### config.mk
export PLATFORM = sky130hd
export DESIGN_NAME = tmds_channel_decoder
export DESIGN_NICKNAME = d
export VERILOG_FILES = /design/src/rtl/tmds_pkg.sv /design/src/rtl/tmds_align_window.sv /design/src/rtl/tmds_channel_decoder.sv
export SDC_FILE = /design/constraint.sdc
export NUM_CORES = 1
export LEC_CHECK = 0
export BUFFER_PORTS_ARGS = -buffer_cell sky130_fd_sc_hd__buf_2
export CAP_MARGIN = 20
export CORE_UTILIZATION = 55
export CTS_CLUSTER_SIZE = 24
export DETAILED_ROUTE_END_ITERATION = 10
export PLACE_DENSITY = 0.74
export REMOVE_ABC_BUFFERS = 1
export SLEW_MARGIN = 40
export SYNTH_ARGS = -nofsm -noshare
export SYNTH_HDL_FRONTEND = slang
export SYNTH_HIERARCHICAL = 1
export SYNTH_SLANG_ARGS = --single-unit
### constraint.sdc
create_clock -name hdmi_pixel -period 6.9 [get_ports hdmi_pixel]
set_input_delay 0.69 -clock hdmi_pixel [delete_from_list [all_inputs] [get_ports hdmi_pixel]]
set_output_delay 0.69 -clock hdmi_pixel [all_outputs]
set_load 0.02 [all_outputs]
### src/rtl/tmds_pkg.sv
// tmds_pkg: shared definitions for the TMDS channel decoder.
//   - control-token encodings and the {C1,C0} value each one carries
//   - alignment FSM state type
//   - helpers: control-token lookup and 10b->8b data decode
package tmds_pkg;

  localparam logic [9:0] Tok00 = 10'b1101010100;
  localparam logic [9:0] Tok01 = 10'b0010101011;
  localparam logic [9:0] Tok10 = 10'b0101010100;
  localparam logic [9:0] Tok11 = 10'b1010101011;

  localparam logic [1:0] Ctrl00 = 2'b00;
  localparam logic [1:0] Ctrl01 = 2'b01;
  localparam logic [1:0] Ctrl10 = 2'b10;
  localparam logic [1:0] Ctrl11 = 2'b11;

  typedef enum logic [1:0] {
    StSearch,
    StSlip,
    StLocked
  } tmds_state_e;

  typedef struct packed {
    logic       is_ctrl;
    logic [1:0] c;
  } tmds_ctrl_t;

  function automatic logic tmds_is_ctrl(input logic [9:0] word);
    return (word == Tok00) || (word == Tok01) || (word == Tok10) || (word == Tok11);
  endfunction

  function automatic tmds_ctrl_t tmds_ctrl_lookup(input logic [9:0] word);
    tmds_ctrl_t r;
    r.is_ctrl = 1'b1;
    r.c       = Ctrl00;
    case (word)
      Tok00:   r.c = Ctrl00;
      Tok01:   r.c = Ctrl01;
      Tok10:   r.c = Ctrl10;
      Tok11:   r.c = Ctrl11;
      default: r.is_ctrl = 1'b0;
    endcase
    return r;
  endfunction

  // Undo the TMDS transition-minimising encoding: bit 9 marks inversion,
  // bit 8 selects XOR (1) or XNOR (0) chaining.
  function automatic logic [7:0] tmds_decode8(input logic [9:0] word);
    logic [7:0] q;
    logic [7:0] d;
    q    = word[9] ? ~word[7:0] : word[7:0];
    d    = '0;
    d[0] = q[0];
    for (int i = 1; i < 8; i++) begin
      d[i] = word[8] ? (q[i] ^ q[i-1]) : ~(q[i] ^ q[i-1]);
    end
    return d;
  endfunction

endpackage

### src/rtl/tmds_align_window.sv
// tmds_align_window: bit-offset alignment window (pipeline stage 1).
//   clk_i, rst_ni   clock, async active-low reset
//   sym_i           raw 10-bit symbol, bit0 first on the wire
//   sym_vld_i       sym_i valid
//   ofs_i           bit offset 0..9 into {sym_i, prev}
//   pass_i          allow this symbol to be marked valid in stage 1
//   win_word_o      combinational aligned word (used by the lock FSM)
//   s1_word_o       registered aligned word
//   s1_vld_o        registered valid for s1_word_o
module tmds_align_window (
  input  logic       clk_i,
  input  logic       rst_ni,
  input  logic [9:0] sym_i,
  input  logic       sym_vld_i,
  input  logic [3:0] ofs_i,
  input  logic       pass_i,
  output logic [9:0] win_word_o,
  output logic [9:0] s1_word_o,
  output logic       s1_vld_o
);

  logic [9:0]  prev_q;
  logic [19:0] cat;

  // Earlier symbol sits in the low half, so offset 0 selects the previous symbol.
  assign cat = {sym_i, prev_q};

  always_comb begin
    win_word_o = cat[9:0];
    for (int k = 0; k < 10; k++) begin
      if (ofs_i == 4'(k)) begin
        win_word_o = cat[k +: 10];
      end
    end
  end

  always_ff @(posedge clk_i or negedge rst_ni) begin
    if (!rst_ni) begin
      prev_q    <= '0;
      s1_word_o <= '0;
      s1_vld_o  <= 1'b0;
    end else begin
      s1_vld_o <= sym_vld_i & pass_i;
      if (sym_vld_i) begin
        prev_q    <= sym_i;
        s1_word_o <= win_word_o;
      end
    end
  end

endmodule

### src/rtl/tmds_channel_decoder.sv
// tmds_channel_decoder: one TMDS receive channel.
// Slides a 10-bit window over the deserialized stream until CTRL_RUN consecutive
// control tokens appear at one offset, then decodes pixel data / control bits.
//   hdmi_pixel   pixel clock
//   rstn_i       async active-low reset
//   sym_i        raw symbol, bit0 first serial bit
//   sym_vld_i    sym_i valid
//   data_o       decoded pixel byte
//   ctrl_o       {C1,C0} from the last control token
//   de_o         data enable
//   vld_o        decoded outputs valid (two cycles after sym_vld_i)
//   locked_o     word alignment locked
//   slip_ofs_o   current bit offset 0..9
module tmds_channel_decoder
  import tmds_pkg::*;
#(
  parameter int unsigned CTRL_RUN     = 8,
  parameter int unsigned SEARCH_WIN   = 2048,
  parameter int unsigned LOCK_TIMEOUT = 4096
) (
  input  logic       hdmi_pixel,
  input  logic       rstn_i,
  input  logic [9:0] sym_i,
  input  logic       sym_vld_i,
  output logic [7:0] data_o,
  output logic [1:0] ctrl_o,
  output logic       de_o,
  output logic       vld_o,
  output logic       locked_o,
  output logic [3:0] slip_ofs_o
);

  localparam int unsigned RunW = $clog2(CTRL_RUN) + 1;
  localparam int unsigned WinW = $clog2(SEARCH_WIN) + 1;
  localparam int unsigned ToW  = $clog2(LOCK_TIMEOUT) + 1;

  tmds_state_e st_q;
  logic [RunW-1:0] run_q;
  logic [WinW-1:0] win_q;
  logic [ToW-1:0]  to_q;

  logic [9:0] win_word;
  logic [9:0] s1_word;
  logic       s1_vld;
  logic       win_tok;
  logic       timeout_fire;
  logic       stay_locked;
  tmds_ctrl_t s1_ctrl;

  assign win_tok = tmds_is_ctrl(win_word);
  assign s1_ctrl = tmds_ctrl_lookup(s1_word);

  // A token in the window always wins over an expiring timeout.
  assign timeout_fire = (st_q == StLocked) && sym_vld_i && !win_tok &&
                        (to_q == ToW'(LOCK_TIMEOUT - 1));
  // Only words that enter and leave the pipeline while locked are reported.
  assign stay_locked  = (st_q == StLocked) && !timeout_fire;

  tmds_align_window u_window (
    .clk_i      (hdmi_pixel),
    .rst_ni     (rstn_i),
    .sym_i      (sym_i),
    .sym_vld_i  (sym_vld_i),
    .ofs_i      (slip_ofs_o),
    .pass_i     (stay_locked),
    .win_word_o (win_word),
    .s1_word_o  (s1_word),
    .s1_vld_o   (s1_vld)
  );

  // Alignment FSM with its counters, offset and lock flag.
  always_ff @(posedge hdmi_pixel or negedge rstn_i) begin
    if (!rstn_i) begin
      st_q       <= StSearch;
      run_q      <= '0;
      win_q      <= '0;
      to_q       <= '0;
      slip_ofs_o <= '0;
      locked_o   <= 1'b0;
    end else begin
      unique case (st_q)
        StSearch: begin
          if (sym_vld_i) begin
            if (win_tok && (run_q == RunW'(CTRL_RUN - 1))) begin
              st_q     <= StLocked;
              locked_o <= 1'b1;
              run_q    <= '0;
              win_q    <= '0;
              to_q     <= '0;
            end else if (win_q == WinW'(SEARCH_WIN - 1)) begin
              st_q  <= StSlip;
              run_q <= '0;
              win_q <= '0;
            end else begin
              run_q <= win_tok ? run_q + RunW'(1) : '0;
              win_q <= win_q + WinW'(1);
            end
          end
        end
        StSlip: begin
          slip_ofs_o <= (slip_ofs_o == 4'd9) ? 4'd0 : slip_ofs_o + 4'd1;
          run_q      <= '0;
          win_q      <= '0;
          to_q       <= '0;
          st_q       <= StSearch;
        end
        StLocked: begin
          if (sym_vld_i) begin
            if (win_tok) begin
              to_q <= '0;
            end else if (timeout_fire) begin
              st_q     <= StSlip;
              locked_o <= 1'b0;
              to_q     <= '0;
            end else begin
              to_q <= to_q + ToW'(1);
            end
          end
        end
        default: st_q <= StSearch;
      endcase
    end
  end

  // Stage 2: registered decode. Outputs hold between valid words.
  always_ff @(posedge hdmi_pixel or negedge rstn_i) begin
    if (!rstn_i) begin
      vld_o  <= 1'b0;
      de_o   <= 1'b0;
      data_o <= '0;
      ctrl_o <= '0;
    end else begin
      vld_o <= s1_vld && stay_locked;
      if (!stay_locked) begin
        de_o <= 1'b0;
      end else if (s1_vld) begin
        if (s1_ctrl.is_ctrl) begin
          de_o   <= 1'b0;
          ctrl_o <= s1_ctrl.c;
          data_o <= '0;
        end else begin
          de_o   <= 1'b1;
          data_o <= tmds_decode8(s1_word);
        end
      end
    end
  end

endmodule

==> results.yml, run 1 <==
global_route:
  grt_pass1_vias: 3997
  globalRouteTotalUtil_pct: 25.9
  grt_max_degree: 70
  first_pass_grt_wire_length_um: 19900
  final_global_route_overflow_total: 0
  number_of_antenna_violations_at_the_first_check_in_global_routing: 0
die:
  io_pins: 30
  die_x_um: 98.0
  floorplan.rows: 34
  dieHeight_um: 98.0
  dieArea_um2: 9610
  floorplan.core_area_um2: 8810
  initial_utilization_pct: 57.6
final_layout:
  fillers: 773
  finish.cell_count_without_fillers: 696
  final_net_count: 602
  antenna_cells_inserted: 0
  final_core_utilization_pct: 60.7
  layout-area-overhead-vs-synth_pct: 5.28
  postLayoutCellArea_um2: 5340
  drive_gt1_share_pct: 15.3
detailed_routing:
  residual_antenna_violating_net_count_after_detailed_routing: 0
  first_pass_iters: 8
  via_per_inst: 6.44
  avgRoutedWirePerCell_um: 17.1
  initial_detailed_routing_violation_count: 447
  num_vias: 4483
  finalWirelength_um: 11900
  remaining_drc_errors: 4
timing:
  timing.fmax_ghz: 0.233
  setup_viol_count_final: 0
  final.setup_skew_ns: 0.00692
  setup-tns-final_ns: 0
  min_period_ns: 4.29
  tightest_slew_ns: 0.788
  final_max_slew_viol_count: 0
  worst_slew_margin_pct: 47.4
  timing.final.hold_violations: 0
  setup_repair_after_global_routing_missed_its_margin: "no"
  final_min_period_over_clock_period_pct: 62.2
setup_path:
  timing_startpoint_of_the_critical_path: "slip_ofs_o[1]$_DFFE_PN0P_"
  setup.reg_to_reg.worst_slack_ns: 2.61
  reg2regPathDepth: 11
  regToRegEndpoint: "to_q[1]$_DFFE_PN0P_"
  r2r_start: "slip_ofs_o[1]$_DFFE_PN0P_"
  crit_arrival_ns: 4.52
  setup.worst_path.class: "reg2reg"
  setup.worst_path.end_class: "register"
  startpoint_type: "register"
  timing.critical_path.fanout_max: 28
  required_ns: 7.13
synthesis:
  synthesis.yosys.warnings: 6
  synth.avg_cell_area_um2: 8.72
  netlist_area_um2: 5070
  netlist_instances: 582
clock_network:
  tritoncts.num_buffers: 9
  clock_tree_from_tritoncts: "done"
  root_buf_cell: "clkbuf_8"
  clock-sinks: 69
  max-clock-path-buffers: 2
  clock_tree.htree_level_count: 3
  clkSlewWorstSetupHoldPaths_ns: 0.07
  post_cts_resized: 0
  post-cts-setup-buffer-count: 0
  cts_hold_buf: 0
  clkLatencyLatePin_ns: 0.34
power_and_ir_drop:
  design_power_total_mw: 0.932
  power.density_cell_area_nw_per_um2: 174
  static-leakage-power_nw: 2.26
  ir_worst_vdd_v: 0.000109
outcome:
  run_status: "complete, but fails checks"
  violated_checks: "DRC"
placed_design:
  placement.io_buffers: 29
  routabilityCongestion: 0.977
  placed_cells_incl_taps: 683
  post_dp_cell_area_um2: 5150
  place_hpwl_um: 8150
worst_hold_path:
  hold_class: "in2async"
run:
  maximum_capacitance_violations: 0
-- metal layers --
| metal | up-vias | global-route usage (%) | part of all wire, % |
|---|---|---|---|
| li1 | 2174 | - | - |
| met1 | 2108 | 37.2 | 45 |
| met2 | 174 | 37.9 | 46 |
| met3 | 27 | 5.58 | 7.6 |
| met4 | 0 | 10.5 | 2.1 |
| met5 | - | 0 | 0 |
-- area by class of cell --
type	count	area [µm²]	share of cell area, %
repair buffers	33	179	3.35
clock inverters	2	35.0	0.656
multi-input cells	448	3020	56.5
flip-flops and latches	69	1730	32.4
inverters	25	93.8	1.76
well taps	108	135	2.53
clock buffers	11	151	2.83
-- placed cells by master (no fill, tap or decap), drive strengths merged, types with 5 or more instances in the layout --
master	instances
mux2i	8
o31ai	10
a211oi	5
nor2b	10
nand3b	5
xor2	6
nand2	61
buf	33
a31oi	17
o31a	5
nand3	17
nor2	40
a21o	5
mux2	14
xnor2	15
inv	24
a21oi	37
dfrtp	69
a22oi	7
clkbuf	11
and3	5
nor3	11
o22ai	15
o221ai	14
a22o	8
nor4	8
nand4	9
o21bai	5
nand2b	15
o21ai	36
-- where the power goes --
| part | switching, mW | total [mW] | internal, mW |
|---|---|---|---|
| clock | 0.140 | 0.320 | 0.180 |
| sequential | 0.0408 | 0.473 | 0.432 |
| combinational | 0.0756 | 0.139 | 0.0629 |
-- state kept, by name (all words and copies together) (netlist names) --
signal and flops:
u_window/s1_vld_o 1, slip_ofs_o 4, win_q 12, st_q 2
run_q 4, u_window/prev_q 10, data_o 8, ctrl_o 2
vld_o 1, to_q 13, locked_o 1, de_o 1
u_window/s1_word_o 10
-- worst max-delay path: stages (launching register included) --
cell and delay [ns]:
dfrtp_1 0.86, buf_4 0.42, inv_1 0.15, a21o_1 0.18
a21oi_1 0.17, a31oi_1 0.14, o31ai_1 0.47, nand4bb_4 0.17
nor4_4 0.38, o21ba_2 0.35, o31a_1 0.50, mux2_2 0.39
-- stage by stage --
stage,hold WS (ns),setup slack [ns]
final,0.434,2.61
after global routing,0.498,2.33
after CTS,0.456,2.67
after detailed placement,0.490,2.67
after global placement,0.493,2.83
after floorplan,0.394,2.83
-- worst max-delay path by stage --
stage | cells past startpoint | slack, ns | endpoint
floorplan | 10 | 2.83 | to_q[1]$_DFFE_PN0P_
global placement | 11 | 2.83 | to_q[1]$_DFFE_PN0P_
detailed placement | 11 | 2.67 | to_q[1]$_DFFE_PN0P_
CTS | 11 | 2.67 | to_q[1]$_DFFE_PN0P_
global route | 11 | 2.33 | to_q[1]$_DFFE_PN0P_
finish | 11 | 2.61 | to_q[1]$_DFFE_PN0P_
Power figures use the tool's default switching activity.
==> run 2, diff against run 1 <==
PLACE_DENSITY = 0.77   (was 0.74)
clock period = 3.8 ns   (was 6.9 ns; I/O delays follow)
==> run 2 against run 1 <==
Hold slack worse by 0.43 ns. Largest cell class unchanged. Critical path depth up 1. Global-route usage up 2.0 points. Die area unchanged. Setup slack worse by 2.4 ns. Routed wire length up 10%. The run still ends with DRC left. Count of clock-buffer cells in the layout down 2.
==> results.yml, run 2 (synthesis results as in run 1) <==
timing:
  final_max_slew_viol_count: 0
  tightest_slew_ns: 0.687
  setup-tns-final_ns: 0
  min_period_ns: 3.58
  finalHoldWorstSlack_ns: 0.00506
  final_min_period_over_clock_period_pct: 94.2
  final.setup_skew_ns: 0.0166
  timing.final.hold_violations: 0
  setup_viol_count_final: 0
  setup_repair_after_global_routing_missed_its_margin: "no"
  timing.fmax_ghz: 0.279
  worst_slew_margin_pct: 54.1
  setup_slack_ns: 0.219
clock_network:
  root_buf_cell: "clkbuf_8"
  tritoncts.num_buffers: 9
  clock_tree.htree_level_count: 3
  clkSlewWorstSetupHoldPaths_ns: 0.09
  clock_tree_from_tritoncts: "done"
  clock-sinks: 69
  max-clock-path-buffers: 2
  cts_hold_buf: 0
  clkLatencyLatePin_ns: 0.36
global_route:
  grt_pass1_vias: 4288
  grt_max_degree: 39
  globalRouteTotalUtil_pct: 27.9
  first_pass_grt_wire_length_um: 21500
  final_global_route_overflow_total: 0
  number_of_antenna_violations_at_the_first_check_in_global_routing: 0
setup_path:
  cp_top_family: "simple AND/OR/NAND/NOR gates"
  setup.worst_path.end_class: "register"
  r2r_start: "slip_ofs_o[3]$_DFFE_PN0P_"
  regToRegEndpoint: "to_q[10]$_DFFE_PN0P_"
  critical_path_depth: 12
  setup.reg_to_reg.worst_slack_ns: 0.22
  critical-path-top-cell-by-count: "buf_4"
  setup.worst_path.class: "reg2reg"
  crit_chain: "buf_4 > nor4b_1 > a221oi_2 > a311oi_1 > nor2_1 > nor4bb_1 > and4_1 > buf_4 > o21ba_2 > o31a_1 > buf_4 > o221ai_1"
  crit_path_max_incr_delay_ns: 0.55
  required_ns: 4.02
  timing.critical_path.fanout_max: 21
  crit_path_top_delay_cell: "dfrtp_2"
  startpoint_type: "register"
  crit_arrival_ns: 3.80
  reg2regPathDepth: 12
  number_of_buffer_and_inverter_stages_on_the_critical_path: 3
worst_hold_path:
  hold_class: "in2async"
final_layout:
  layout-area-overhead-vs-synth_pct: 9.12
  antenna_cells_inserted: 0
  commonest_non_fill_non_tap_cell_in_the_layout: "dfrtp_1"
  fillers: 758
  postLayoutCellArea_um2: 5540
  biggest_register: "to_q"
  drive_gt1_share_pct: 19.2
  largest_register_ff_count: 13
  final_net_count: 624
  final_core_utilization_pct: 62.9
  mostFrequentLayoutCells: "dfrtp_1 (67), nand2_1 (61), nor2_1 (37)"
  largest_registers: "to_q: 13 flops, win_q: 12 flops"
power_and_ir_drop:
  power.density_cell_area_nw_per_um2: 314
  power.share.sequential_pct: 49.4
  clock_network_fraction_of_total_power_pct: 35.8
  internal_power_mw: 1.21
  switching_share_pct: 30.5
  comb_power_share_pct: 14.8
  static-leakage-power_nw: 2.38
  switchingPower_mw: 0.531
  ir_worst_vdd_v: 0.000187
detailed_routing:
  num_vias: 4632
  avgRoutedWirePerCell_um: 18.2
  remaining_drc_errors: 4
  residual_antenna_violating_net_count_after_detailed_routing: 0
  initial_detailed_routing_violation_count: 527
  finalWirelength_um: 13100
  via_per_inst: 6.42
  first_pass_iters: 8
placed_design:
  dp_worst_setup_slack_ns: 0.205
  place_hpwl_um: 9310
  post_dp_cell_area_um2: 5320
  routabilityCongestion: 0.966
  placement.io_buffers: 29
run:
  maximum_capacitance_violations: 0
die:
  floorplan.rows: 34
  die_x_um: 98.0
  initial_utilization_pct: 57.6
  dieArea_um2: 9610
  dieHeight_um: 98.0
  io_pins: 30
  floorplan.core_area_um2: 8810
outcome:
  run_status: "complete, but fails checks"
  violated_checks: "DRC"
## run 2: cell count changes in the layout (fill, tap and decap cells not counted), sizes merged
cell      before  now
buf           33   55
clkbuf        11    9
clkinv         2    5
clkinvlp       0    1
inv           24   25
## run 2: how the worst max path moves through the flow
stage | start | end | slack (ns)
global placement | slip_ofs_o[2]$_DFFE_PN0P_ | data_o[7]$_DFFE_PN0P_ | 0.27
CTS | slip_ofs_o[3]$_DFFE_PN0P_ | to_q[3]$_DFFE_PN0P_ | 0.17
global route | slip_ofs_o[1]$_DFFE_PN0P_ | to_q[4]$_DFFE_PN0P_ | 0.01
detailed placement | slip_ofs_o[3]$_DFFE_PN0P_ | to_q[3]$_DFFE_PN0P_ | 0.21
floorplan | slip_ofs_o[1]$_DFFE_PN0P_ | to_q[1]$_DFFE_PN0P_ | -0.27
finish | slip_ofs_o[3]$_DFFE_PN0P_ | to_q[10]$_DFFE_PN0P_ | 0.22
## run 2: routing by layer
layer	wire length (µm)	up-vias	share of wire, %	global-route usage [%]
met2	5940	211	45	43.2
met3	980	24	7.5	4.80
met4	306	0	2.3	12.2
met1	5880	2173	45	38.5
li1	-	2224	-	-
met5	0	-	0	0
## run 2: area by class of cell
class / count / area (µm²) / area share [%]
well taps: 108 / 135 / 2.44
inverters: 25 / 93.8 / 1.69
clock buffers: 9 / 124 / 2.24
repair buffers: 55 / 353 / 6.37
multi-input cells: 448 / 3030 / 54.7
flip-flops and latches: 69 / 1730 / 31.2
clock inverters: 7 / 73.8 / 1.33
## run 2: power groups by stage
stage               registers (mW)  logic, mW  clock network, mW
floorplan                    0.850      0.181                  0
global placement             0.868      0.252                  0
detailed placement           0.870      0.256                  0
CTS                          0.857      0.257              0.630
global route                 0.867      0.285              0.662
finish                       0.858      0.257              0.621
## run 2: stage by stage
stage | instances | total power [mW]
after floorplan | 542 | 1.03
after global placement | 705 | 1.12
after detailed placement | 705 | 1.13
after CTS | 721 | 1.74
after global routing | 721 | 1.81
final | 721 | 1.74
## run 2: timing repair
item | CTS | global route
endpoints found under the setup margin | 0 | 28
setup buffers | 0 | 0
resized for setup | 0 | 5
